==> src/rtl/rv32_fetch_pkg.sv <==
// Shared types and constants for the RV32 instruction fetch stage.
//   XLEN             : architectural register / address width
//   INSN_BYTES       : bytes per instruction word (fetch PC stride)
//   DEFAULT_RESET_PC : default first fetch address after reset
//   fetch_entry_t    : one buffered fetch result {insn, pc}
//   next_pc/align_pc : sequential PC step and word alignment helpers
package rv32_fetch_pkg;

  localparam int unsigned XLEN       = 32;
  localparam int unsigned INSN_BYTES = 4;

  localparam logic [XLEN-1:0] DEFAULT_RESET_PC = 32'h0000_0000;

  typedef struct packed {
    logic [XLEN-1:0] insn;
    logic [XLEN-1:0] pc;
  } fetch_entry_t;

  // Sequential fetch step; wraps naturally at 2^XLEN.
  function automatic logic [XLEN-1:0] next_pc(input logic [XLEN-1:0] pc);
    return pc + XLEN'(INSN_BYTES);
  endfunction

  // Instructions are word aligned, so the low two address bits are dropped.
  function automatic logic [XLEN-1:0] align_pc(input logic [XLEN-1:0] pc);
    return {pc[XLEN-1:2], 2'b00};
  endfunction

endpackage

==> src/rtl/fetch_fifo.sv <==
// Small circular FIFO of fetch results between instruction memory and decode.
// Registered: an entry pushed in cycle n is visible at the head in n+1.
//   clk        : rising-edge clock
//   rst        : synchronous active-low reset (pointers and occupancy only)
//   flush      : synchronous empty; takes priority over push/pop
//   push       : write push_entry at the tail (ignored when full)
//   push_entry : {insn, pc} to store
//   pop        : drop the head entry (ignored when empty)
//   head       : current head entry, meaningful only when occ != 0
//   occ        : number of valid entries, 0..DEPTH
module fetch_fifo
  import rv32_fetch_pkg::*;
#(
  parameter int unsigned DEPTH = 2
) (
  input  logic                         clk,
  input  logic                         rst,
  input  logic                         flush,
  input  logic                         push,
  input  fetch_entry_t                 push_entry,
  input  logic                         pop,
  output fetch_entry_t                 head,
  output logic [$clog2(DEPTH+1)-1:0]   occ
);

  localparam int unsigned PW = (DEPTH > 1) ? $clog2(DEPTH) : 1;
  localparam int unsigned CW = $clog2(DEPTH + 1);
  localparam logic [PW-1:0] LAST_SLOT = PW'(DEPTH - 1);

  fetch_entry_t  slots [DEPTH];
  logic [PW-1:0] wr_ptr;
  logic [PW-1:0] rd_ptr;
  logic          do_push;
  logic          do_pop;

  // Pointer advance with explicit wrap so non-power-of-two depths work.
  function automatic logic [PW-1:0] bump(input logic [PW-1:0] p);
    return (p == LAST_SLOT) ? '0 : p + PW'(1);
  endfunction

  assign do_pop  = pop && (occ != '0);
  assign do_push = push && ((occ != CW'(DEPTH)) || do_pop);

  // Control: pointers and occupancy
  always_ff @(posedge clk) begin
    if (!rst || flush) begin
      wr_ptr <= '0;
      rd_ptr <= '0;
      occ    <= '0;
    end else begin
      if (do_push) wr_ptr <= bump(wr_ptr);
      if (do_pop)  rd_ptr <= bump(rd_ptr);
      occ <= occ + CW'(do_push) - CW'(do_pop);
    end
  end

  // Data: storage is not reset; occ qualifies what is readable
  always_ff @(posedge clk) begin
    if (do_push && !flush) slots[wr_ptr] <= push_entry;
  end

  assign head = slots[rd_ptr];

endmodule

==> src/rtl/fetch_unit.sv <==
// Instruction fetch stage for the RV32IM core.
// Owns the fetch PC, issues word requests to instruction memory, buffers the
// in-order responses and hands {insn, pc} pairs to decode. A redirect from
// execute reloads the PC, flushes the buffer and arranges for responses still
// in flight to be dropped when they return.
//   clk            : rising-edge clock
//   rst            : synchronous active-low reset
//   imem_req_valid : request valid (combinational from credit, redirect, rst)
//   imem_req_ready : memory accepts the request
//   imem_req_addr  : word-aligned fetch address (the fetch PC)
//   imem_rsp_valid : in-order response, never back-pressured
//   imem_rsp_data  : fetched instruction word
//   redirect_valid : execute redirects fetch this cycle
//   redirect_pc    : new fetch PC (low two bits ignored)
//   ins_valid      : instruction available to decode
//   ins_ready      : decode consumes the instruction
//   ins_data       : instruction word (zero when nothing is valid)
//   ins_pc         : address of ins_data (zero when nothing is valid)
//   pc_changed     : one-cycle pulse after the fetch PC register updates
module fetch_unit
  import rv32_fetch_pkg::*;
#(
  parameter logic [XLEN-1:0] RESET_PC = DEFAULT_RESET_PC,
  parameter int unsigned     DEPTH    = 2
) (
  input  logic            clk,
  input  logic            rst,
  output logic            imem_req_valid,
  input  logic            imem_req_ready,
  output logic [XLEN-1:0] imem_req_addr,
  input  logic            imem_rsp_valid,
  input  logic [XLEN-1:0] imem_rsp_data,
  input  logic            redirect_valid,
  input  logic [XLEN-1:0] redirect_pc,
  output logic            ins_valid,
  input  logic            ins_ready,
  output logic [XLEN-1:0] ins_data,
  output logic [XLEN-1:0] ins_pc,
  output logic            pc_changed
);

  localparam int unsigned CW = $clog2(DEPTH + 1);

  logic [XLEN-1:0] fetch_pc;
  logic [XLEN-1:0] expect_pc;
  logic [CW-1:0]   occ;
  logic [CW-1:0]   outstanding;
  logic [CW-1:0]   discard;
  logic            pc_changed_q;

  logic            deq;
  logic            accept;
  logic            rsp_stale;
  logic            rsp_keep;
  logic            push;
  logic [CW+1:0]   inflight;
  logic [CW+1:0]   credit_limit;
  logic            credit_ok;

  fetch_entry_t    push_entry;
  fetch_entry_t    head;

  // Credit: every buffered, outstanding or to-be-discarded fetch holds a
  // slot. A same-cycle dequeue frees one slot early, which is what gives
  // one-per-cycle throughput at DEPTH=2 with single-cycle memory.
  assign deq          = ins_valid && ins_ready;
  assign inflight     = (CW+2)'(occ) + (CW+2)'(outstanding) + (CW+2)'(discard);
  assign credit_limit = (CW+2)'(DEPTH) + (CW+2)'(deq);
  assign credit_ok    = inflight < credit_limit;

  // Holding off while rst is asserted keeps the request quiet in reset.
  assign imem_req_valid = rst && !redirect_valid && credit_ok;
  assign imem_req_addr  = fetch_pc;
  assign accept         = imem_req_valid && imem_req_ready;

  // Responses owed to a pre-redirect stream are consumed by discard first.
  assign rsp_stale = imem_rsp_valid && (discard != '0);
  assign rsp_keep  = imem_rsp_valid && (discard == '0);
  assign push      = rsp_keep && !redirect_valid;

  assign push_entry.insn = imem_rsp_data;
  assign push_entry.pc   = expect_pc;

  // Stage boundary: memory response -> instruction buffer
  fetch_fifo #(
    .DEPTH (DEPTH)
  ) u_fifo (
    .clk        (clk),
    .rst        (rst),
    .flush      (redirect_valid),
    .push       (push),
    .push_entry (push_entry),
    .pop        (deq),
    .head       (head),
    .occ        (occ)
  );

  // Fetch PC, response PC tag, credit and discard bookkeeping.
  // On redirect the in-flight count moves wholesale into discard, minus a
  // response that lands in the same cycle (it is dropped right here).
  always_ff @(posedge clk) begin
    if (!rst) begin
      fetch_pc     <= RESET_PC;
      expect_pc    <= RESET_PC;
      outstanding  <= '0;
      discard      <= '0;
      pc_changed_q <= 1'b0;
    end else if (redirect_valid) begin
      fetch_pc     <= align_pc(redirect_pc);
      expect_pc    <= align_pc(redirect_pc);
      outstanding  <= '0;
      discard      <= discard + outstanding - CW'(imem_rsp_valid);
      pc_changed_q <= 1'b1;
    end else begin
      if (accept) fetch_pc  <= next_pc(fetch_pc);
      if (push)   expect_pc <= next_pc(expect_pc);
      outstanding  <= outstanding + CW'(accept) - CW'(rsp_keep);
      if (rsp_stale) discard <= discard - CW'(1);
      pc_changed_q <= accept;
    end
  end

  // Stage boundary: instruction buffer head -> decode
  assign ins_valid  = (occ != '0);
  assign ins_data   = ins_valid ? head.insn : '0;
  assign ins_pc     = ins_valid ? head.pc   : '0;
  assign pc_changed = pc_changed_q;

endmodule
==> config.mk <==
export PLATFORM = sky130hd
export DESIGN_NAME = fetch_unit
export DESIGN_NICKNAME = d
export VERILOG_FILES = /design/src/rtl/rv32_fetch_pkg.sv /design/src/rtl/fetch_fifo.sv /design/src/rtl/fetch_unit.sv
export SDC_FILE = /design/constraint.sdc
export NUM_CORES = 1
export LEC_CHECK = 0
export CAP_MARGIN = 10
export CORE_AREA = 2 2 133 135
export DETAILED_ROUTE_END_ITERATION = 8
export DIE_AREA = 0 0 135 137
export DONT_BUFFER_PORTS = 1
export PLACE_DENSITY = 0.65
export SLEW_MARGIN = 10
export SYNTH_ARGS = -nofsm -noshare
export SYNTH_HDL_FRONTEND = slang
export SYNTH_SLANG_ARGS = --single-unit
==> constraint.sdc <==
create_clock -name clk -period 11 [get_ports clk]
set_input_delay 2.2 -clock clk [delete_from_list [all_inputs] [get_ports clk]]
set_output_delay 2.2 -clock clk [all_outputs]
set_load 0.05 [all_outputs]
* Word level (Yosys, flattened, before mapping) *
Memory sizes are Yosys's and may differ from the RTL's. A register that Yosys moved wholly into a read port is not among the register bits.
Cells that the tools add are included.

storage, ports and cells
  register bits = 73
  bits in latches = 0
  bits in writable memories = 128
  ROM bits = 0
  bits of input ports = 70
  output and inout bits = 99
  logic and storage cells = 64
  memories = 1

memories
  memory        words  bits a word  rd ports  clocked after memory_dff  wr ports  line              text
  u_fifo.slots  2      64           1         1                         1         fetch_fifo.sv:30  fetch_entry_t slots [DEPTH];

cells by class
  $add $sub $neg = 14
  $mul = 0
  div/mod/pow operators = 0
  magnitude comparators = 1
  eq/ne operators = 1
  shift-type cells = 0
  mux-type cells = 15
  bitwise logic cells = 1
  reductions and logical operators = 21

operators with widths
  operator                                           number
  2-to-1 mux 32 bit                                  6
  adder 32 x 3 -> 32 bit (second input constant)     2
  logical AND 1 bit                                  10
  nonzero test 2 bit                                 5
  2-to-1 mux 1 bit                                   7
  subtractor 2 x 1 -> 2 bit                          3
  adder 2 x 1 -> 2 bit                               2
  adder 3 x 2 -> 4 bit                               1
  < comparator 4 x 3 -> 1 bit                        1
  2-to-1 mux 2 bit                                   2
  adder 2 x 1 -> 3 bit (first input constant)        1
  adder 2 x 2 -> 3 bit                               1
  adder 1 bit (second input constant)                2
  adder 2 bit                                        1
  logical NOT 1 bit                                  2
  logical NOT 2 bit                                  1
  logical OR 1 bit                                   2
  inequality test 2 bit (second input constant)      1
  OR reduction 2 bit                                 1
  subtractor 2 x 1 -> 2 bit (second input constant)  1
  NOT 1 bit                                          1

* Depth between registers and ports, before layout *
Gate-level depths: netlist (run 1).

  depth after elaboration = 8
  depth in mapped cells = 13
  mapped depth without buffers = 13

* Hierarchy *
Synthesis (run 1) repeated with hierarchy kept, for this count alone.

unflattened totals
  cell total of the unflattened synthesis = 772
  area total of the unflattened synthesis = 9326.4 um^2

modules (own cells, without submodules)
  module      times used  cells an instance  area an instance (um^2)  seq. area each (um^2)
  fetch_fifo  1           222                5127.4                   3943.8
  fetch_unit  1           550                4199.0                   1301.2

* Least setup slack after synthesis (run 1) *
No wires, ideal clock.

  path kind = input to register
  start point = input redirect_valid
  end point = memory u_fifo.slots[0][10] (netlist bit), enable pin
  setup time = 490 ps
  arrival time = 5461 ps
  data required time = 10510 ps
  slack = 5050 ps
  stages = 4
  path buffers = 1
  cell sequence = buf_6 inv_1 o311a_1 nor2b_1

on the way
  longest elaborated chain between the ends = 6

ends and longest elaborated chain
  what                                    line              text
  from (decl)                             fetch_unit.sv:33  input logic redirect_valid,
  logical NOT 1 bit                       fetch_unit.sv:79  assign push = rsp_keep && !redirect_valid;
  logical AND 1 bit                       fetch_unit.sv:79
  logical AND 1 bit                       fetch_fifo.sv:42  assign do_push = push && ((occ != CW'(DEPTH)) || do_pop);
  via u_fifo.do_push                      fetch_fifo.sv:33  logic do_push;
  logical AND 1 bit                       fetch_fifo.sv:59  if (do_push && !flush) slots[wr_ptr] <= push_entry;
  2-to-1 mux 1 bit                        fetch_fifo.sv:59
  2-to-1 mux 1 bit (implied by the code)  fetch_fifo.sv:59
  to (decl)                               fetch_fifo.sv:30

The timed path passes the listed nets, and every way through them passes these cells.

* Final worst setup path (run 1) *
  start point = input ins_ready
  end point = output imem_req_valid

on the way
  longest elaborated chain between the ends = 4

ends and longest elaborated chain
  what                         line              text
  from (decl)                  fetch_unit.sv:36  input logic ins_ready,
  logical AND 1 bit            fetch_unit.sv:66  assign deq = ins_valid && ins_ready;
  adder 2 x 1 -> 3 bit         fetch_unit.sv:68  assign credit_limit = (CW+2)'(DEPTH) + (CW+2)'(deq);
  < comparator 4 x 3 -> 1 bit  fetch_unit.sv:69  assign credit_ok = inflight < credit_limit;
  logical AND 1 bit            fetch_unit.sv:72  assign imem_req_valid = rst && !redirect_valid && credit_ok;
  to (decl)                    fetch_unit.sv:28  output logic imem_req_valid,

Every way passes these cells.

==> results of run 1 <==
-- state kept, by name, summed over array words and instances, names as in the netlist, 2 cells and up, named ones only --
register	count
imem_req_addr	30
discard	2
expect_pc	30
outstanding	2
u_fifo.slots	124
u_fifo.occ	2
-- area by class of cell --
type                       count  area share, %
clock buffer                  24           5.75
sequential                   194           56.0
inverter                      18          0.738
timing repair buffer           4          0.328
multi-input combinational    447           33.1
antenna                        1         0.0273
clock inverter                 8          0.929
tap                          225           3.07
-- synth_stat cells (all sizes together) (2+ instances only) --
master,n
a211oi,4
a21oi,45
a221o,3
a311oi,3
a31oi,5
and2,7
and3,11
and4,3
buf,14
clkbuf,21
dfxtp,70
edfxtp,124
fa,2
ha,11
inv,18
mux2i,67
nand2,28
nand3,20
nand4,33
nor2,80
nor2b,6
nor3,6
nor4,4
o211ai,4
o21ai,32
o31ai,2
or3,3
or4,2
xnor2,18
xor2,33
-- kinds of logic after synthesis --
family | after synthesis | share of synthesized area (%)
muxes | 67 | 8.02
other | 1 | 0.0448
DFF | 194 | 61.3
adders and majority gates | 13 | 2.12
and+or+nand+nor | 207 | 12.7
buffers and inverters | 53 | 2.75
AOI/OAI and AO/OA | 105 | 7.71
xor gates and xnor gates | 51 | 5.34
-- metal layers --
layer	global-route usage (%)	vias to the layer above
met2	30.1	227
li1	-	2507
met3	6.78	31
met1	24.0	2483
met4	6.77	0
met5	0	-
-- path summary, 6_finish.rpt --
path / from / to / slack (ns) / cells past startpoint
max: ins_ready / imem_req_valid / 5.44 / 2
min: expect_pc[31] / u_fifo.slots[0][31] / 0.50 / 0
max reg2reg: u_fifo.occ[1] / outstanding[1] / 7.32 / 13
min reg2reg: expect_pc[31] / u_fifo.slots[0][31] / 0.50 / 0
-- power by group through the flow --
stage	clock network [mW]	logic, mW	registers [mW]
3_3_place_gp	0	0.155	0.890
4_1_cts	0.634	0.160	0.876
2_1_floorplan	0	0.140	0.882
5_1_grt	0.664	0.174	0.881
6_report	0.620	0.159	0.877
3_5_place_dp	0	0.159	0.892
==> key figures, run 1 <==
Status
  – Outcome: finished, final reports clean

Power
  – Int Pwr: approximately 1.2 mW
  – Sw power: approximately 0.43 mW
  – Share of total power consumed by net switching: between 20% and 30%
  – Flop pwr share: between 50 and 60%
  – IR drop worst, VDD: 0.000106 V
  – Clock network power share: between 30% and 40%
  – Post-layout power: roughly 1.7 mW
  – Power share of the combinational group: under 10%
  – Leakage: slightly above 3 nW
  – Power per Cell Area: around 180 nW/µm²

Timing
  – Fraction of the cycle the final worst path needs: 50.5%
  – Slew at the pin closest to its max-slew limit: between 1 and 1.5 ns
  – Minimum setup slack in the final design: roughly 5.4 ns
  – Unrepaired setup endpoints after global routing: false
  – Final setup violation count: 0
  – Worst Clk Skew: 0.0110 ns
  – Top achievable clock speed: 180 MHz
  – Slew Limit Fails: 0
  – Tightest slew margin relative to the limit: between 20% and 30%
  – Post-Route Hold Slack: approximately 0.5 ns
  – Final critical-path required period: about 5.6 ns
  – Aggregate negative setup slack: 0 ns
  – Number of hold violations in the final report: 0

Placed design
  – Count of placed standard cells including taps: between 800 and 900
  – Placed instance area: between 8000 and 9000 µm²
  – HPWL after detailed placement: approximately 12 mm
  – Final GP Congestion: 0.897
  – Number of buffers inserted by port buffering: 0
  – Setup Slack @ Placement: between 5 and 6 ns

Yosys
  – Main synth FF type: sky130_fd_sc_hd__edfxtp_1
  – Avg Cell Area, Syn: about 12 µm²
  – Cell area after technology mapping: 8360 µm²
  – Dominant cells by area after synthesis: sky130_fd_sc_hd__edfxtp_1, sky130_fd_sc_hd__dfxtp_1, sky130_fd_sc_hd__mux2i_1
  – Ys async rst share: 0%
  – Instance count of the mapped netlist: about 690
  – Sequential element share of the synthesized area: a little over 60%
  – Library cell occupying the most area in the post-synthesis netlist: sky130_fd_sc_hd__edfxtp_1
  – Share of the synthesized area in the top cell type: between 40 and 50%
  – Number of flip-flops and latches in the synthesized netlist: 194
  – Unique masters post-synth: just over 50
  – Yosys warns: 0
  – Number of enable flip-flop cells after synthesis: 124

GRT
  – Initial antenna violation count: 1
  – Leftover overflow at the end of global routing: 0
  – Largest net degree at the start of global routing: 79
  – Wire length of the first global-routing pass: roughly 27 mm
  – Overall global routing resource usage: about a fifth
  – Vias in the first global route: just over 5000

Critical path
  – Worst Setup Path Type: input pin to output pin
  – Worst Path Required: 8.80 ns
  – Largest fanout on the critical path: 3
  – Endpoint arrival time on the critical path: between 3 and 4 ns
  – Library cell contributing the largest single delay on the critical path: sky130_fd_sc_hd__a21oi_1
  – Cell Chain, Critical Path: o211ai_1 > a21oi_1
  – Delay-heaviest family, CP: compound AO/OA/AOI/OAI gates
  – WP buf/inv: 0
  – Sort of element at the start of the critical path: input pin
  – Endpoint type of the worst setup path: output pin
  – Max incr delay on CP: 0.94 ns

Die
  – Initial core utilization: 49.0%
  – Die area: approximately 18000 µm²
  – Die Height: 137 µm
  – Number of top-level pins: 169
  – Horizontal die dimension: around 140 µm
  – Site Rows: 48
  – Core box area: between 15000 and 20000 µm²

Route
  – Number of routed nets with antenna violations: 0
  – Total DRC errors in the routed layout: 0
  – Drt initial violations: ~320
  – Post-DR wirelength/cell: roughly 19 µm
  – Topmost layer with routed signal wires: met4
  – Routed wire length on met3: between 1.5 and 2 mm
  – Met2 wire len: 7.83 mm
  – Average vias per placed instance: 5.70
  – Number of iterations in the first detailed-routing pass: 6
  – Routed Wire Length: 17.4 mm
  – Detailed-routing wirelength on met1: ~7.4 mm
  – Detailed-route via count: approximately 5200

Final layout
  – Commonest cells after routing, fill and taps aside: sky130_fd_sc_hd__edfxtp_1, sky130_fd_sc_hd__nor2_1, sky130_fd_sc_hd__dfxtp_1
  – Area used by multi-input combinational logic: 3030 µm²
  – Fraction of layout instances using a drive strength above 1: under 10%
  – Final core occ: a little over half
  – Fillers: 1465
  – Leading cell type in the layout, fill and taps excluded: sky130_fd_sc_hd__edfxtp_1
  – Count of non-filler cells in the finished layout: between 900 and 1000
  – Footprint of the flip-flops and latches: between 5000 and 6000 µm²
  – Area added between synthesis and finish: 9.50%
  – Fin nets: ~770
  – Post-Layout Inst Area: about 9200 µm²

CTS
  – Clk sink count: approximately 190
  – Clock slew at the register clock pins of the worst setup and hold paths: 0.07 ns
  – TritonCTS clock tree: built
  – Cts bufs inserted: 17
  – Total of hold buffers inserted after clock tree synthesis: 0
  – CTS max path bufs: 2
  – Number of setup buffers added after CTS: 0
  – Clock root cell: sky130_fd_sc_hd__clkbuf_16
  – Number of H-tree levels: 4
  – Resized Gates After CTS: 0
  – Clk Latency, worst-skew pair: around 0.43 ns

Hold path
  – Worst hold path class: flop to flop

Flow run
  – Max Cap Viol: 0
No activity file was read; power rests on OpenSTA's default activity.
==> run 2, diff against run 1 <==
Clock period 11 ns to 5.74 ns, I/O delays scaled along.
==> run 2 against run 1 <==
  * Combinational power up 92%
  * Hold slack worse by 0.0072 ns
  * Sequential share of layout area rose by 0.15 points
  * Clock skew rose by 0.0013 ns
  * Worst setup slack got worse by 3.7 ns
  * Count of clock-buffer cells in the layout shrank 2
  * Clock power grew 87%
  * Sequential power grew 92%
  * Largest cell class unchanged
  * Largest power group unchanged
==> key figures, run 2 (same netlist as run 1, synthesis figures left out) <==
CTS
  – Clk sink count: roughly 190
  – Cts bufs inserted: 17
  – Clock root cell: sky130_fd_sc_hd__clkbuf_16
  – CTS max path bufs: 2
  – Number of H-tree levels: 4
  – Number of setup buffers added after CTS: 0
  – Total of hold buffers inserted after clock tree synthesis: 0
  – Clock slew at the register clock pins of the worst setup and hold paths: around 0.07 ns
  – Resized Gates After CTS: 0
  – TritonCTS clock tree: built
  – Clk Latency, worst-skew pair: approximately 0.43 ns

Die
  – Number of top-level pins: approximately 170
  – Die area: 18500 µm²
  – Die Height: 137 µm
  – Horizontal die dimension: roughly 140 µm
  – Core box area: between 15000 and 20000 µm²
  – Initial core utilization: 49.0%
  – Site Rows: 48

Final layout
  – Fin nets: approximately 770
  – Fraction of layout instances using a drive strength above 1: 6.62%
  – Fillers: about 1500
  – Count of antenna diodes in the layout: 0
  – Leading cell type in the layout, fill and taps excluded: sky130_fd_sc_hd__edfxtp_1
  – Count of non-filler cells in the finished layout: about 900
  – Area added between synthesis and finish: 9.20%
  – Commonest cells after routing, fill and taps aside: sky130_fd_sc_hd__edfxtp_1, sky130_fd_sc_hd__nor2_1, sky130_fd_sc_hd__dfxtp_1
  – Flip-flop count of the largest register, all copies and words added: 124
  – Largest reg by FF count: u_fifo.slots
  – Footprint of the flip-flops and latches: between 5000 and 6000 µm²
  – Area used by multi-input combinational logic: just over 3000 µm²

Power
  – Post-layout power: about 3.1 mW
  – Sw power: 0.835 mW
  – Share of total power consumed by net switching: 26.5%
  – Int Pwr: about 2.3 mW
  – Power per Cell Area: between 300 and 400 nW/µm²
  – IR drop worst, VDD: 0.000209 V
  – Leakage: 3.03 nW
  – Flop pwr share: between 50 and 60%
  – Clock network power share: 36.9%
  – Power share of the combinational group: 9.7%

GRT
  – Initial antenna violation count: 0
  – Vias in the first global route: between 5000 and 6000
  – Largest net degree at the start of global routing: 79
  – Overall global routing resource usage: a little under a fifth
  – Wire length of the first global-routing pass: around 27 mm
  – Leftover overflow at the end of global routing: 0

Route
  – Number of routed nets with antenna violations: 0
  – Drt initial violations: around 300
  – Average vias per placed instance: 5.69
  – Total DRC errors in the routed layout: 0
  – Routed Wire Length: around 17 mm
  – Detailed-route via count: approximately 5200
  – Number of iterations in the first detailed-routing pass: 4
  – Post-DR wirelength/cell: roughly 19 µm

Placed design
  – Setup Slack @ Placement: approximately 2.2 ns
  – Count of placed standard cells including taps: 888
  – Final GP Congestion: around 0.9
  – HPWL after detailed placement: between 10 and 15 mm
  – Number of buffers inserted by port buffering: 0

Critical path
  – Most Frequent Cell on Critical Path: sky130_fd_sc_hd__inv_1
  – Max incr delay on CP: between 0.8 and 0.9 ns
  – WP buf/inv: 2
  – Worst Path Required: 4.59 ns
  – Worst Setup Path Type: flop to output pin
  – Largest fanout on the critical path: 3
  – Endpoint type of the worst setup path: output pin
  – Cell Chain, Critical Path: inv_1 > fa_1 > inv_1 > ha_1 > nand4bb_4 > a21oi_1
  – Sort of element at the start of the critical path: flop
  – Library cell contributing the largest single delay on the critical path: sky130_fd_sc_hd__a21oi_1
  – Delay-heaviest family, CP: compound AO/OA/AOI/OAI gates
  – Endpoint arrival time on the critical path: approximately 2.9 ns

Timing
  – Final critical-path required period: 4.00 ns
  – Aggregate negative setup slack: 0 ns
  – Slew at the pin closest to its max-slew limit: 1.12 ns
  – Worst Clk Skew: roughly 0.012 ns
  – Tightest slew margin relative to the limit: 25.1%
  – Unrepaired setup endpoints after global routing: false
  – Fraction of the cycle the final worst path needs: between 60 and 70%
  – Top achievable clock speed: ~250 MHz
  – Final setup violation count: 0
  – Number of hold violations in the final report: 0
  – Minimum setup slack in the final design: approximately 1.7 ns
  – Slew Limit Fails: 0

Status
  – Outcome: finished, final reports clean

Hold path
  – Worst hold path class: flop to flop

Flow run
  – Max Cap Viol: 0
==> run 2: cell count changes in the layout (fill, tap and decap cells not counted) <==
cell                        previous run  this run
sky130_fd_sc_hd__clkbuf_16            20        19
sky130_fd_sc_hd__clkbuf_2              1         0
sky130_fd_sc_hd__clkinv_1              0         1
sky130_fd_sc_hd__clkinv_2              1         3
sky130_fd_sc_hd__clkinv_4              2         0
sky130_fd_sc_hd__diode_2               1         0
sky130_fd_sc_hd__inv_4                 1         0
sky130_fd_sc_hd__inv_6                 3         5
==> run 2: stage by stage <==
step,util (%),area (µm²),hold slack (ns)
after detailed placement,50.1,8540,0.465
after floorplan,-,8370,0.426
after global placement,50.1,8540,0.455
after CTS,53.5,9130,0.482
after global routing,53.5,9130,0.521
final,53.5,9130,0.489
==> run 2: final timing paths <==
check                                   start                   to  slack (ns)  cells past startpoint
worst max-delay path            u_fifo.occ[1]       imem_req_valid        1.74                      6
worst min-delay path            expect_pc[21]  u_fifo.slots[0][21]        0.49                      0
worst max register to register  u_fifo.occ[1]       outstanding[1]        2.08                     13
worst min register to register  expect_pc[21]  u_fifo.slots[0][21]        0.49                      0
==> run 2: layout make-up <==
class | count | share of cell area (%)
flip-flops and latches | 194 | 56.2
clock inverters | 10 | 1.01
inverters | 18 | 0.740
clock buffers | 22 | 5.44
well taps | 225 | 3.08
repair buffers | 4 | 0.329
multi-input cells | 447 | 33.2
==> run 2: per-layer routing <==
metal,vias up,share of wire (%),track usage (%)
li1,2506,-,-
met1,2498,43,24.5
met2,211,45,29.1
met3,19,10,7.44
met4,0,1.7,6.54
met5,-,0,0
==> run 2: power by group through the flow <==
| stage | sequential (mW) | clock, mW | combinational [mW] |
|---|---|---|---|
| 6_report | 1.68 | 1.16 | 0.306 |
| 5_1_grt | 1.69 | 1.25 | 0.334 |
| 4_1_cts | 1.68 | 1.19 | 0.309 |
| 3_5_place_dp | 1.71 | 0 | 0.307 |
| 3_3_place_gp | 1.71 | 0 | 0.297 |
| 2_1_floorplan | 1.69 | 0 | 0.268 |
